### src/rtl/spi_cc3000_slave_if.sv
// SPI bus between the fabric master and the CC3000-side slave responder.
// The slave modport is used by spi_cc3000_slave; the master modport is the
// fabric (or bench) end of the link.
interface spi_cc3000_slave_if;
  logic SPI_CLK;
  logic SPI_SS;
  logic SPI_DI;
  logic SPI_DO;
  logic SPI_DO_OE;
  logic IRQ_N;

  modport slave (
    input  SPI_CLK,
    input  SPI_SS,
    input  SPI_DI,
    output SPI_DO,
    output SPI_DO_OE,
    output IRQ_N
  );

  modport master (
    output SPI_CLK,
    output SPI_SS,
    output SPI_DI,
    input  SPI_DO,
    input  SPI_DO_OE,
    input  IRQ_N
  );
endinterface

### src/rtl/spi_cc3000_slave.sv
// SPI mode-1 slave responder modelling the CC3000 end of the fabric SPI link.
// MOSI bytes are deserialised into an rx_valid pulse stream, a one-entry
// holding register feeds MISO, and IRQ_N follows irq_req one cycle later.
// All SPI inputs are oversampled in the SYSCLK domain (SYNC_STAGES >= 2).
module spi_cc3000_slave #(
  parameter int         SYNC_STAGES = 2,
  parameter logic [7:0] IDLE_BYTE   = 8'h00,
  parameter int         CNT_W       = 16
) (
  input  logic                 SYSCLK,
  input  logic                 NSYSRESET,
  spi_cc3000_slave_if.slave    spi,
  output logic [7:0]           rx_data,
  output logic                 rx_valid,
  input  logic [7:0]           tx_data,
  input  logic                 tx_valid,
  output logic                 tx_ready,
  output logic                 tx_underrun,
  output logic                 frame_active,
  output logic                 frame_done,
  output logic [CNT_W-1:0]     byte_count,
  input  logic                 irq_req
);

  typedef enum logic [1:0] {
    IDLE    = 2'd0,
    LOCKOUT = 2'd1,
    ACTIVE  = 2'd2
  } state_t;

  state_t state, state_next;

  // Synchroniser chains reset to 0 so that an SS held low through reset is
  // seen as "already low" (no false falling edge) and sends the FSM to LOCKOUT.
  logic [SYNC_STAGES-1:0] clk_sync, ss_sync, di_sync;
  logic clk_s, ss_s, di_s;
  logic clk_d, ss_d;
  logic clk_rise, clk_fall, ss_rise, ss_fall;

  logic       start_frame, end_frame, do_rise, do_fall;
  logic       byte_done, reload, bypass, tx_load, underrun;
  logic [7:0] next_byte;

  logic       hold_full;
  logic [7:0] hold_data;
  logic [7:0] shift_out;
  logic [6:0] shift_in;
  logic [2:0] bit_cnt;
  logic       do_q, oe_q, irq_n_q;

  assign clk_s = clk_sync[SYNC_STAGES-1];
  assign ss_s  = ss_sync[SYNC_STAGES-1];
  assign di_s  = di_sync[SYNC_STAGES-1];

  assign clk_rise = clk_s & ~clk_d;
  assign clk_fall = ~clk_s & clk_d;
  assign ss_rise  = ss_s & ~ss_d;
  assign ss_fall  = ~ss_s & ss_d;

  assign tx_ready      = ~hold_full;
  assign spi.SPI_DO    = do_q;
  assign spi.SPI_DO_OE = oe_q;
  assign spi.IRQ_N     = irq_n_q;

  // Input synchronisers and one-cycle delayed copies for edge detection.
  always_ff @(posedge SYSCLK or negedge NSYSRESET) begin
    if (!NSYSRESET) begin
      clk_sync <= '0;
      ss_sync  <= '0;
      di_sync  <= '0;
      clk_d    <= 1'b0;
      ss_d     <= 1'b0;
    end else begin
      clk_sync <= {clk_sync[SYNC_STAGES-2:0], spi.SPI_CLK};
      ss_sync  <= {ss_sync[SYNC_STAGES-2:0], spi.SPI_SS};
      di_sync  <= {di_sync[SYNC_STAGES-2:0], spi.SPI_DI};
      clk_d    <= clk_s;
      ss_d     <= ss_s;
    end
  end

  // FSM state register.
  always_ff @(posedge SYSCLK or negedge NSYSRESET) begin
    if (!NSYSRESET) state <= IDLE;
    else            state <= state_next;
  end

  // FSM next state and per-cycle frame events; SPI clock edges only count in ACTIVE.
  always_comb begin
    state_next  = state;
    start_frame = 1'b0;
    end_frame   = 1'b0;
    do_rise     = 1'b0;
    do_fall     = 1'b0;
    case (state)
      IDLE: begin
        if (ss_fall) begin
          start_frame = 1'b1;
          state_next  = ACTIVE;
        end else if (!ss_s) begin
          // SS low without a seen falling edge: only possible out of reset.
          state_next = LOCKOUT;
        end
      end
      LOCKOUT: begin
        if (ss_s) state_next = IDLE;
      end
      ACTIVE: begin
        do_rise = clk_rise;
        do_fall = clk_fall;
        if (ss_rise) begin
          end_frame  = 1'b1;
          state_next = IDLE;
        end
      end
      default: state_next = IDLE;
    endcase
  end

  // Byte-boundary bookkeeping and selection of the next byte to shift out.
  // At frame start an offer arriving while the holding register is empty
  // goes straight to the shifter; a byte completing as SS rises does not
  // pull another byte since the frame is over.
  always_comb begin
    byte_done = do_fall && (bit_cnt == 3'd7);
    reload    = start_frame | (byte_done & ~end_frame);
    bypass    = start_frame & ~hold_full & tx_valid;
    tx_load   = tx_valid & ~hold_full & ~bypass;
    underrun  = reload & ~hold_full & ~bypass;
    if (hold_full)   next_byte = hold_data;
    else if (bypass) next_byte = tx_data;
    else             next_byte = IDLE_BYTE;
  end

  // One-entry TX holding register; a load in an unload cycle keeps the new byte.
  always_ff @(posedge SYSCLK or negedge NSYSRESET) begin
    if (!NSYSRESET) begin
      hold_full <= 1'b0;
      hold_data <= 8'h00;
    end else if (tx_load) begin
      hold_full <= 1'b1;
      hold_data <= tx_data;
    end else if (reload) begin
      hold_full <= 1'b0;
    end
  end

  // Shift datapath, frame status and output pulses.
  always_ff @(posedge SYSCLK or negedge NSYSRESET) begin
    if (!NSYSRESET) begin
      shift_out    <= 8'h00;
      shift_in     <= 7'h00;
      bit_cnt      <= 3'd0;
      rx_data      <= 8'h00;
      rx_valid     <= 1'b0;
      byte_count   <= '0;
      tx_underrun  <= 1'b0;
      frame_active <= 1'b0;
      frame_done   <= 1'b0;
      do_q         <= 1'b0;
      oe_q         <= 1'b0;
    end else begin
      rx_valid    <= 1'b0;
      tx_underrun <= 1'b0;
      frame_done  <= 1'b0;
      if (start_frame) begin
        bit_cnt      <= 3'd0;
        byte_count   <= '0;
        frame_active <= 1'b1;
        oe_q         <= 1'b1;
      end
      if (do_rise) begin
        do_q      <= shift_out[7];
        shift_out <= {shift_out[6:0], 1'b0};
      end
      if (do_fall) begin
        shift_in <= {shift_in[5:0], di_s};
        bit_cnt  <= bit_cnt + 3'd1;
        if (byte_done) begin
          rx_data  <= {shift_in, di_s};
          rx_valid <= 1'b1;
          if (byte_count != {CNT_W{1'b1}}) byte_count <= byte_count + 1'b1;
        end
      end
      if (reload) begin
        shift_out   <= next_byte;
        tx_underrun <= underrun;
      end
      if (end_frame) begin
        oe_q         <= 1'b0;
        frame_active <= 1'b0;
        frame_done   <= 1'b1;
      end
    end
  end

  // IRQ line: registered inverse of the user request, independent of frames.
  always_ff @(posedge SYSCLK or negedge NSYSRESET) begin
    if (!NSYSRESET) irq_n_q <= 1'b1;
    else            irq_n_q <= ~irq_req;
  end

endmodule
### src/flat_wrapper.sv
// flat-port wrapper written by rule: the top's interface ports become plain ports
module spi_cc3000_slave_flat 
#(
  parameter int         SYNC_STAGES = 2,
  parameter logic [7:0] IDLE_BYTE   = 8'h00,
  parameter int         CNT_W       = 16
)
  (SYSCLK, NSYSRESET, rx_data, rx_valid, tx_data, tx_valid, tx_ready, tx_underrun, frame_active, frame_done, byte_count, irq_req, spi_SPI_CLK, spi_SPI_SS, spi_SPI_DI, spi_SPI_DO, spi_SPI_DO_OE, spi_IRQ_N);
  spi_cc3000_slave_if spi_i ();
  input  logic SYSCLK;
  input  logic NSYSRESET;
  output logic [7:0] rx_data;
  output logic rx_valid;
  input  logic [7:0] tx_data;
  input  logic tx_valid;
  output logic tx_ready;
  output logic tx_underrun;
  output logic frame_active;
  output logic frame_done;
  output logic [CNT_W-1:0] byte_count;
  input  logic irq_req;
  input wire logic [$bits(spi_i.SPI_CLK)-1:0] spi_SPI_CLK;
  input wire logic [$bits(spi_i.SPI_SS)-1:0] spi_SPI_SS;
  input wire logic [$bits(spi_i.SPI_DI)-1:0] spi_SPI_DI;
  output wire logic [$bits(spi_i.SPI_DO)-1:0] spi_SPI_DO;
  output wire logic [$bits(spi_i.SPI_DO_OE)-1:0] spi_SPI_DO_OE;
  output wire logic [$bits(spi_i.IRQ_N)-1:0] spi_IRQ_N;
  assign spi_i.SPI_CLK = spi_SPI_CLK;
  assign spi_i.SPI_SS = spi_SPI_SS;
  assign spi_i.SPI_DI = spi_SPI_DI;
  assign spi_SPI_DO = spi_i.SPI_DO;
  assign spi_SPI_DO_OE = spi_i.SPI_DO_OE;
  assign spi_IRQ_N = spi_i.IRQ_N;
  spi_cc3000_slave #(.SYNC_STAGES(SYNC_STAGES), .IDLE_BYTE(IDLE_BYTE), .CNT_W(CNT_W)) u_core (.SYSCLK(SYSCLK), .NSYSRESET(NSYSRESET), .spi(spi_i), .rx_data(rx_data), .rx_valid(rx_valid), .tx_data(tx_data), .tx_valid(tx_valid), .tx_ready(tx_ready), .tx_underrun(tx_underrun), .frame_active(frame_active), .frame_done(frame_done), .byte_count(byte_count), .irq_req(irq_req));
endmodule
### config.mk
export PLATFORM = sky130hd
export DESIGN_NAME = spi_cc3000_slave_flat
export DESIGN_NICKNAME = d
export VERILOG_FILES = /design/src/rtl/spi_cc3000_slave_if.sv /design/src/rtl/spi_cc3000_slave.sv /design/src/flat_wrapper.sv
export SDC_FILE = /design/constraint.sdc
export NUM_CORES = 1
export LEC_CHECK = 0
export CAP_MARGIN = 5
export CORE_ASPECT_RATIO = 1.2
export CORE_UTILIZATION = 43
export CTS_CLUSTER_DIAMETER = 100
export CTS_CLUSTER_SIZE = 25
export DETAILED_ROUTE_END_ITERATION = 7
export GPL_TIMING_DRIVEN = 0
export HOLD_SLACK_MARGIN = 0.08
export PLACE_DENSITY = 0.74
export SKIP_CTS_REPAIR_TIMING = 1
export SLEW_MARGIN = 0
export SYNTH_ARGS = -nofsm -noshare
export SYNTH_HDL_FRONTEND = slang
export SYNTH_SLANG_ARGS = --single-unit
### constraint.sdc
create_clock -name SYSCLK -period 2.5 [get_ports SYSCLK]
set_clock_uncertainty 0.2 [all_clocks]
set_input_delay 0.25 -clock SYSCLK [delete_from_list [all_inputs] [get_ports SYSCLK]]
set_output_delay 0.25 -clock SYSCLK [all_outputs]
set_load 0.02 [all_outputs]
==> key figures, run 1 <==
STA
  • Hold Vio Cnt, Final: 0
  • Rel. slew slack: 0.458
  • Min Tclk post-route: roughly 2400 ps
  • Setup ws final: about 130 ps
  • Worst slew pin tran: 813 ps
  • Final Cycle Share: 0.947
  • Fmax: ~420 MHz
  • RSZ-0062 raised after global routing: no
  • Setup Viol. Count Final: 0
  • Max Slew Vio Count: 0

Pwr
  • PwrDens: 730 nW/um^2
  • Worst vdd ir: 0.554 mV
  • Pwr Total: about 2.7 mW
  • P_leak: between 1.5 and 2 nW

Route
  • Residual DRC count: 0
  • Drt via density: 5.28
  • Initial DRC count: 168
  • Routed wire per std cell: 13.3 microns
  • Residual antenna-violating net count after detailed routing: 0
  • Final wirelength: 5600 microns
  • First drt pass iteration count: 4
  • DR vias: 2228

Placed design
  • Port bufs: 46
  • Placed cell area: 3560 sq um
  • Placed instance count: 405
  • Placer Congestion: 0.849
  • HPWL Detailed: 3870 microns
  • Pre-CTS setup slack: -65.5 ps

Synthesis
  • YS warnings: 0
  • Post-synth top area share: 0.552
  • #FFs+latches synth: 67
  • Yosys top cell by area: dfrtp_1
  • Top FF cell, synth: dfrtp_1
  • Synth area leaders: dfrtp_1 55%, nand2_1 7.3%, mux2i_1 5.7%
  • Synth cell types: 55
  • Syn Area/Cell: 10.9 sq um
  • Post-Syn Area: approximately 3000 sq um
  • Mux cell area share after synthesis: 0.0907
  • Post-Synth XOR/XNOR Area: 0.00585
  • Asr flop ratio synth: 1.00
  • Post-synthesis adder-cell area fraction: 0.0159
  • Largest family of logic cells by synthesized area: simple AND/OR/NAND/NOR gates
  • Sequential cell area fraction in the yosys report: 0.560
  • Number of synthesized flops with an enable pin: 0
  • Post-synthesis simple-gate area fraction: 0.188
  • Compound-Gate Fraction of Synth Area: 0.109
  • Post-Syn Nets: 292
  • Cells after synthesis: 274

CTS
  • Clock Pin Slew Worst Setup and Hold Paths: 70 ps
  • Htree depth: 3
  • CTS Sinks: 67
  • CTS tree: built
  • CTS root buf: clkbuf_8
  • Longest Clk Path Bufs: 2
  • Clock Latency Late Sink: 340 ps
  • CTS Buf Count: 9

Final layout
  • Syn-to-layout area delta: 25.8%
  • ANT cells: 0
  • Final nets: 350
  • Commonest non-fill, non-tap cell in the layout: dfrtp_1
  • Util after Layout: 0.574
  • Post-route cell area: 3770 sq um
  • Fraction of layout cells with a size suffix above 1: 0.131
  • Most frequent cells in the layout: 66 x dfrtp_1, 58 x nand2_1, 45 x clkdlybuf4s50_1
  • Layout Cells excl Fill: roughly 420

Worst setup path
  • Cell Chain, Critical Path: ha_2 -> nand3_4 -> or4_1 -> buf_2 -> o21ai_1 -> o221ai_1
  • Worst path slowest cell: or4_1
  • Largest stage delay on the critical path: around 530 ps
  • Worst endpoint data arrival time: 2360 ps
  • Crit path launch type: flip-flop
  • Worst-path fanout max: 8
  • CP delay by family, top: simple AND/OR/NAND/NOR gates
  • Worst path bufs/invs: 1
  • Reg-to-reg critical path startpoint: u_core.byte_count[0]
  • Kind of end point of the critical path: flip-flop
  • Setup crit start: u_core.byte_count[0]
  • Critical Path RT: 2490 ps
  • WS Path Type: flip-flop to flip-flop

Floorplan
  • Die Ht: roughly 93 microns
  • Rows: 32
  • Die Width: between 70 and 80 microns
  • Die area: ~7300 sq um
  • # IOs: 47
  • Initial Utilization: 0.456
  • Core region area: 6570 sq um

Global routing
  • Global-route wire length before repair: approximately 9900 microns
  • Largest net degree at the start of global routing: 68
  • GR Overflow Total: 0
  • Gr usage total: 0.175
  • Vias in the first global route: about 2200
  • Initial antenna violation count: 0

Hold path
  • Hold Startpoint: u_core.di_sync[0]
  • Hold Crit Class: flip-flop to flip-flop

Run
  • Max Cap Viol: 0

Run status
  • Status: completed
[layout make-up]
type / count / area (sq um)
plain buffers: 12 / 58.8
well taps: 85 / 106
inverters: 8 / 30.0
multi-input cells: 187 / 1240
flip-flops and latches: 67 / 1680
fillers: 604 / 2800
clock inverters: 3 / 40.0
repair buffers: 47 / 468
clock buffers: 13 / 149
[layer usage]
metal / track usage / wire, microns / part of all wire / up-vias
met3: 0.0478 / 201 / 0.036 / 10
met1: 0.206 / 2530 / 0.45 / 1081
li1: - / - / - / 1096
met4: 0.0679 / 80 / 0.014 / 0
met5: 0 / 0 / 0 / -
met2: 0.301 / 2790 / 0.50 / 41
[power breakdown]
part	switching (mW)	internal [mW]
Combinational	0.225	0.269
Sequential	0.108	1.28
Clock	0.384	0.486
Total	0.717	2.03
[sequential cells by signal, summed over array words and instances, names as in the netlist, 2 cells and up]
signal	count
u_core.state	2
u_core.rx_data	8
u_core.ss_sync	2
u_core.shift_out	8
u_core.hold_data	8
u_core.byte_count	16
u_core.di_sync	2
u_core.clk_sync	2
u_core.bit_cnt	3
u_core.shift_in	7
[kinds of logic (layout without fill, tap and decap cells)]
group	after synthesis	count (layout)
AOI/OAI and AO/OA	44	44
xor gates and xnor gates	2	2
adders and majority gates	4	4
buffers and inverters	20	83
DFF	67	67
muxes	26	26
and+or+nand+nor	111	111
[worst register-to-register path, delay by kind of cell, from the launching register on]
family	cells	cell delay, ps
compound gates	2	500
simple gates	2	660
fa+ha+maj	1	260
buf+inv	1	170
flops	1	440
[cells in the mapped netlist, types with 5 or more instances]
cell type   n
nor2_1      6
nand3_1     9
clkbuf_1    6
dfrtp_1    66
nand2_1    58
a22oi_1     8
inv_1       7
mux2i_1    17
a21oi_1     6
nor3_1      7
mux2_2      9
o21ai_0     5
[per-stage QoR]
stage | hold slack, ps | setup TNS [ps]
finish | 144 | 0
global route | 135 | 0
CTS | -167 | -176
detailed placement | 137 | -127
global placement | 134 | -80040
floorplan | -246 | 0
[final timing paths]
path	slack (ps)	endpoint	cells after the start
max	130	u_core.byte_count[15]	6
min	140	u_core.di_sync[1]	0
min in group asynchronous	360	u_core.byte_count[12]	2
max reg2reg	130	u_core.byte_count[15]	6
max in group asynchronous	1220	u_core.hold_data[3]	2
min reg2reg	140	u_core.di_sync[1]	0
(Power assumes the default switching activity.)
==> run 2, diff against run 1 <==
Settings changed: CORE_MARGIN set to 3.
==> key figures, run 2 (synthesis results as in run 1) <==
STA
  • Setup ws final: between 100 and 150 ps
  • RSZ-0062 raised after global routing: no
  • Rel. slew slack: 0.443
  • Final Cycle Share: 0.943
  • Worst slew pin tran: 835 ps
  • Setup Viol. Count Final: 0
  • Max Slew Vio Count: 0
  • Min Tclk post-route: between 2000 and 2500 ps
  • Setup tns final: 0 ps
  • Fmax: 424 MHz
  • Hold Vio Cnt, Final: 0

Floorplan
  • Core region area: 6610 sq um
  • Rows: 32
  • Die Width: 82.2 microns
  • Initial Utilization: 0.453
  • Die Ht: 97.4 microns
  • Die area: 8000 sq um
  • # IOs: 47

Route
  • First drt pass iteration count: 4
  • Routed wire per std cell: 14.5 microns
  • Residual DRC count: 0
  • DR vias: around 2300
  • Drt via density: 5.46
  • Residual antenna-violating net count after detailed routing: 0
  • Final wirelength: 6120 microns
  • Initial DRC count: 164

Worst setup path
  • Worst-path fanout max: 8
  • Crit path launch type: flip-flop
  • Worst endpoint data arrival time: between 2000 and 2500 ps
  • WS Path Type: flip-flop to flip-flop
  • Cell Chain, Critical Path: ha_2 -> nand3_4 -> or4_1 -> buf_2 -> o21ai_1 -> o221ai_1
  • Kind of end point of the critical path: flip-flop
  • Worst path slowest cell: or4_1
  • Largest stage delay on the critical path: 530 ps
  • Critical Path RT: 2490 ps

Final layout
  • Fraction of layout cells with a size suffix above 1: 0.139
  • Filler Cell Count: approximately 570
  • Max reg flops: 16
  • Util after Layout: 0.579
  • Final nets: 350
  • Syn-to-layout area delta: 27.7%
  • Register area: ~1700 sq um
  • Biggest register: u_core.byte_count
  • ANT cells: 0
  • Most frequent cells in the layout: 66 x dfrtp_1, 58 x nand2_1, 45 x clkdlybuf4s50_1
  • Area occupied by multi-input gates: 1240 sq um
  • Commonest non-fill, non-tap cell in the layout: dfrtp_1

CTS
  • CTS Buf Count: 9
  • Longest Clk Path Bufs: 2
  • Htree depth: 3
  • Clock Pin Slew Worst Setup and Hold Paths: around 80 ps
  • CTS Sinks: 67
  • Clock Latency Late Sink: 340 ps
  • CTS root buf: clkbuf_8
  • CTS tree: built

Pwr
  • Pwr Total: between 2 and 3 mW
  • PwrDens: 766 nW/um^2
  • Worst vdd ir: 0.659 mV
  • P_leak: 1.71 nW

Placed design
  • Pre-CTS setup slack: -42.0 ps
  • Placer Congestion: 0.869
  • HPWL Detailed: 4070 microns
  • Port bufs: between 40 and 50

Run
  • Max Cap Viol: 0

Global routing
  • Vias in the first global route: 2314
  • Initial antenna violation count: 0
  • Largest net degree at the start of global routing: 68
  • GR Overflow Total: 0
  • Gr usage total: 0.169
  • Global-route wire length before repair: between 10000 and 15000 microns

Run status
  • Status: completed

Hold path
  • Hold Crit Class: input port to flip-flop
==> run 2: cell count changes in the layout (fill, tap and decap cells not counted) <==
| cell | before | now |
|---|---|---|
| nor4_2 | 1 | 0 |
| o311ai_1 | 0 | 1 |
| bufinv_16 | 1 | 2 |
| clkinv_2 | 2 | 0 |
| clkinv_4 | 0 | 2 |
| nor4_4 | 0 | 1 |
| clkbuf_1 | 9 | 6 |
| clkinvlp_4 | 0 | 1 |
| clkbuf_8 | 10 | 11 |
| o311ai_0 | 1 | 0 |
==> run 2: path summary, 6_finish.rpt <==
check	startpoint	end	slack, ps	depth (start not counted)
worst max-delay path	u_core.byte_count[1]	u_core.byte_count[15]	140	6
worst min-delay path	spi_SPI_DI	u_core.di_sync[0]	130	1
worst max register to register	u_core.byte_count[1]	u_core.byte_count[15]	140	6
worst min register to register	u_core.clk_sync[0]	u_core.clk_sync[1]	150	0
max in group asynchronous	NSYSRESET	u_core.frame_done	1200	2
min in group asynchronous	NSYSRESET	u_core.byte_count[12]	330	2
==> run 2: layer usage <==
layer,share of wire,GRT usage,vias up
met4,0.013,0.0691,0
met3,0.053,0.0622,10
li1,-,-,1099
met1,0.44,0.209,1137
met2,0.50,0.261,60
met5,0,0,-
==> run 2: per-stage QoR <==
stage	hold WS, ps	instance area [sq um]	cells
6_report	135	3820	422
5_1_grt	115	3820	422
4_1_cts	-161	3790	421
3_5_place_dp	137	3560	405
3_3_place_gp	132	3560	405
2_1_floorplan	-246	2990	274
==> run 2: worst max-delay path, delay by kind of cell (launching register included) <==
kind | cells | cell delay (ps)
flops | 1 | 430
fa+ha+maj | 1 | 250
buf+inv | 1 | 180
simple gates | 2 | 670
compound gates | 2 | 490
==> run 2: final cells by class <==
cell class,instances,share of cell area
sequential,67,0.439
tap,85,0.0278
buffer,12,0.0154
timing repair buffer,47,0.122
clock inverter,5,0.0223
inverter,8,0.00786
clock buffer,11,0.0396
multi-input combinational,187,0.326
==> run 2: where the power goes <==
group,switching [mW],internal (mW),total [mW]
clock,0.419,0.619,1.04
combinational,0.230,0.269,0.499
sequential,0.115,1.28,1.39
total,0.764,2.16,2.93
==> run 3, diff against run 2 <==
Settings changed: CORE_ASPECT_RATIO 1.2 to not set, CTS_BUF_LIST set to sky130_fd_sc_hd__clkbuf_8.
==> key figures, run 3 (synthesis results as in run 1) <==
Route
  • Residual antenna-violating net count after detailed routing: 0
  • First drt pass iteration count: 4
  • Residual DRC count: 0
  • Final wirelength: 6250 microns
  • DR vias: between 2000 and 2500
  • Initial DRC count: 97
  • Routed wire per std cell: roughly 15 microns
  • Drt via density: between 5 and 6

CTS
  • Htree depth: 3
  • CTS Buf Count: 9
  • CTS Sinks: 67
  • Longest Clk Path Bufs: 2
  • Clock Latency Late Sink: 340 ps
  • CTS tree: built
  • CTS root buf: clkbuf_8
  • Clock Pin Slew Worst Setup and Hold Paths: 70 ps

Floorplan
  • Die Ht: a little under 90 microns
  • Initial Utilization: 0.458
  • # IOs: 47
  • Die Width: 89.4 microns
  • Core region area: 6530 sq um
  • Die area: between 8000 and 9000 sq um
  • Rows: 29

Placed design
  • Placed cell area: 3550 sq um
  • HPWL Detailed: 4200 microns
  • Port bufs: 46
  • Placer Congestion: 0.817

Final layout
  • Commonest non-fill, non-tap cell in the layout: dfrtp_1
  • Biggest register: u_core.byte_count
  • Syn-to-layout area delta: 24.7%
  • ANT cells: 0
  • Post-route cell area: 3730 sq um
  • Max reg flops: 16
  • Fraction of layout cells with a size suffix above 1: 0.134
  • Most frequent cells in the layout: 66 x dfrtp_1, 58 x nand2_1, 45 x clkdlybuf4s50_1
  • Util after Layout: 0.572
  • Final nets: between 300 and 400

Pwr
  • PwrDens: slightly above 700 nW/um^2
  • Worst vdd ir: a little under 0.5 mV
  • P_leak: 1.67 nW

Worst setup path
  • Crit path launch type: flip-flop
  • Worst endpoint data arrival time: 2450 ps
  • FF-to-FF setup slack: 110 ps
  • Setup crit start: u_core.byte_count[1]
  • Worst Reg-to-Reg Cells: 6
  • Reg2reg end: u_core.byte_count[9]
  • Critical Path RT: 2560 ps
  • Kind of end point of the critical path: flip-flop
  • WS Path Type: flip-flop to flip-flop
  • Worst-path fanout max: 8
  • Reg-to-reg critical path startpoint: u_core.byte_count[1]

Global routing
  • Vias in the first global route: 2289
  • Initial antenna violation count: 0
  • GR Overflow Total: 0
  • Global-route wire length before repair: 10400 microns
  • Gr usage total: 0.170
  • Largest net degree at the start of global routing: 68

STA
  • Max Slew Vio Count: 0
  • Hold Vio Cnt, Final: 0
  • Worst slew pin tran: 847 ps
  • Final Cycle Share: 0.957
  • Min Tclk post-route: 2390 ps
  • Fmax: 418 MHz
  • Rel. slew slack: 0.436
  • Final Hold Slack: 142 ps
  • RSZ-0062 raised after global routing: no
  • Setup Viol. Count Final: 0

Run status
  • Status: completed

Hold path
  • Hold Startpoint: spi_SPI_DI
  • Hold Crit Class: input port to flip-flop
  • Hold Path Sink: u_core.di_sync[0]
  • Hold depth: 1

Run
  • Max Cap Viol: 0
==> run 3: worst max-delay path, cell delays in order, from the launching register on <==
cell and delay [ps]:
dfrtp_1 430, ha_1 260, nand3_4 140, or4_1 550
buf_2 180, o21ai_1 330, mux2i_1 230
==> run 3: how the worst max path moves through the flow <==
stage | depth (start not counted) | end | slack [ps]
3_5_place_dp | 5 | u_core.byte_count[13] | 30
6_report | 6 | u_core.byte_count[9] | 110
3_3_place_gp | 1 | u_core.di_sync[0] | -1280
4_1_cts | 5 | u_core.byte_count[13] | 20
5_1_grt | 6 | u_core.byte_count[9] | 30
2_1_floorplan | 6 | u_core.byte_count[7] | 140
==> run 3: power by group <==
group          leakage, nW  switching, mW  internal [mW]
logic                0.710          0.238          0.268
clock network       0.0874          0.404          0.347
registers            0.871          0.114           1.28
total                 1.67          0.756           1.89
==> run 3: per-layer routing <==
metal / track usage / part of all wire / up-vias
met1: 0.218 / 0.47 / 1111
met3: 0.0479 / 0.050 / 12
met5: 0 / 0 / -
li1: - / - / 1101
met2: 0.269 / 0.46 / 62
met4: 0.0785 / 0.019 / 0
==> run 3: final cells by class <==
| cell class | instances | area [sq um] |
|---|---|---|
| fill | 556 | 2800 |
| sequential | 67 | 1680 |
| multi-input combinational | 187 | 1240 |
| timing repair buffer | 47 | 468 |
| clock buffer | 9 | 124 |
| tap | 77 | 96.3 |
| buffer | 12 | 58.8 |
| clock inverter | 7 | 37.5 |
| inverter | 8 | 33.8 |
==> run 3: through the flow <==
step | std cells | TNS [ps] | total power, mW | setup WS (ps)
after floorplan | 274 | 0 | 1.73 | 145
after global placement | 397 | -84460 | 1.89 | -1280
after detailed placement | 397 | 0 | 1.92 | 28.1
after CTS | 413 | 0 | 2.68 | 20.5
after global routing | 414 | 0 | 2.81 | 28.1
final | 414 | 0 | 2.65 | 107
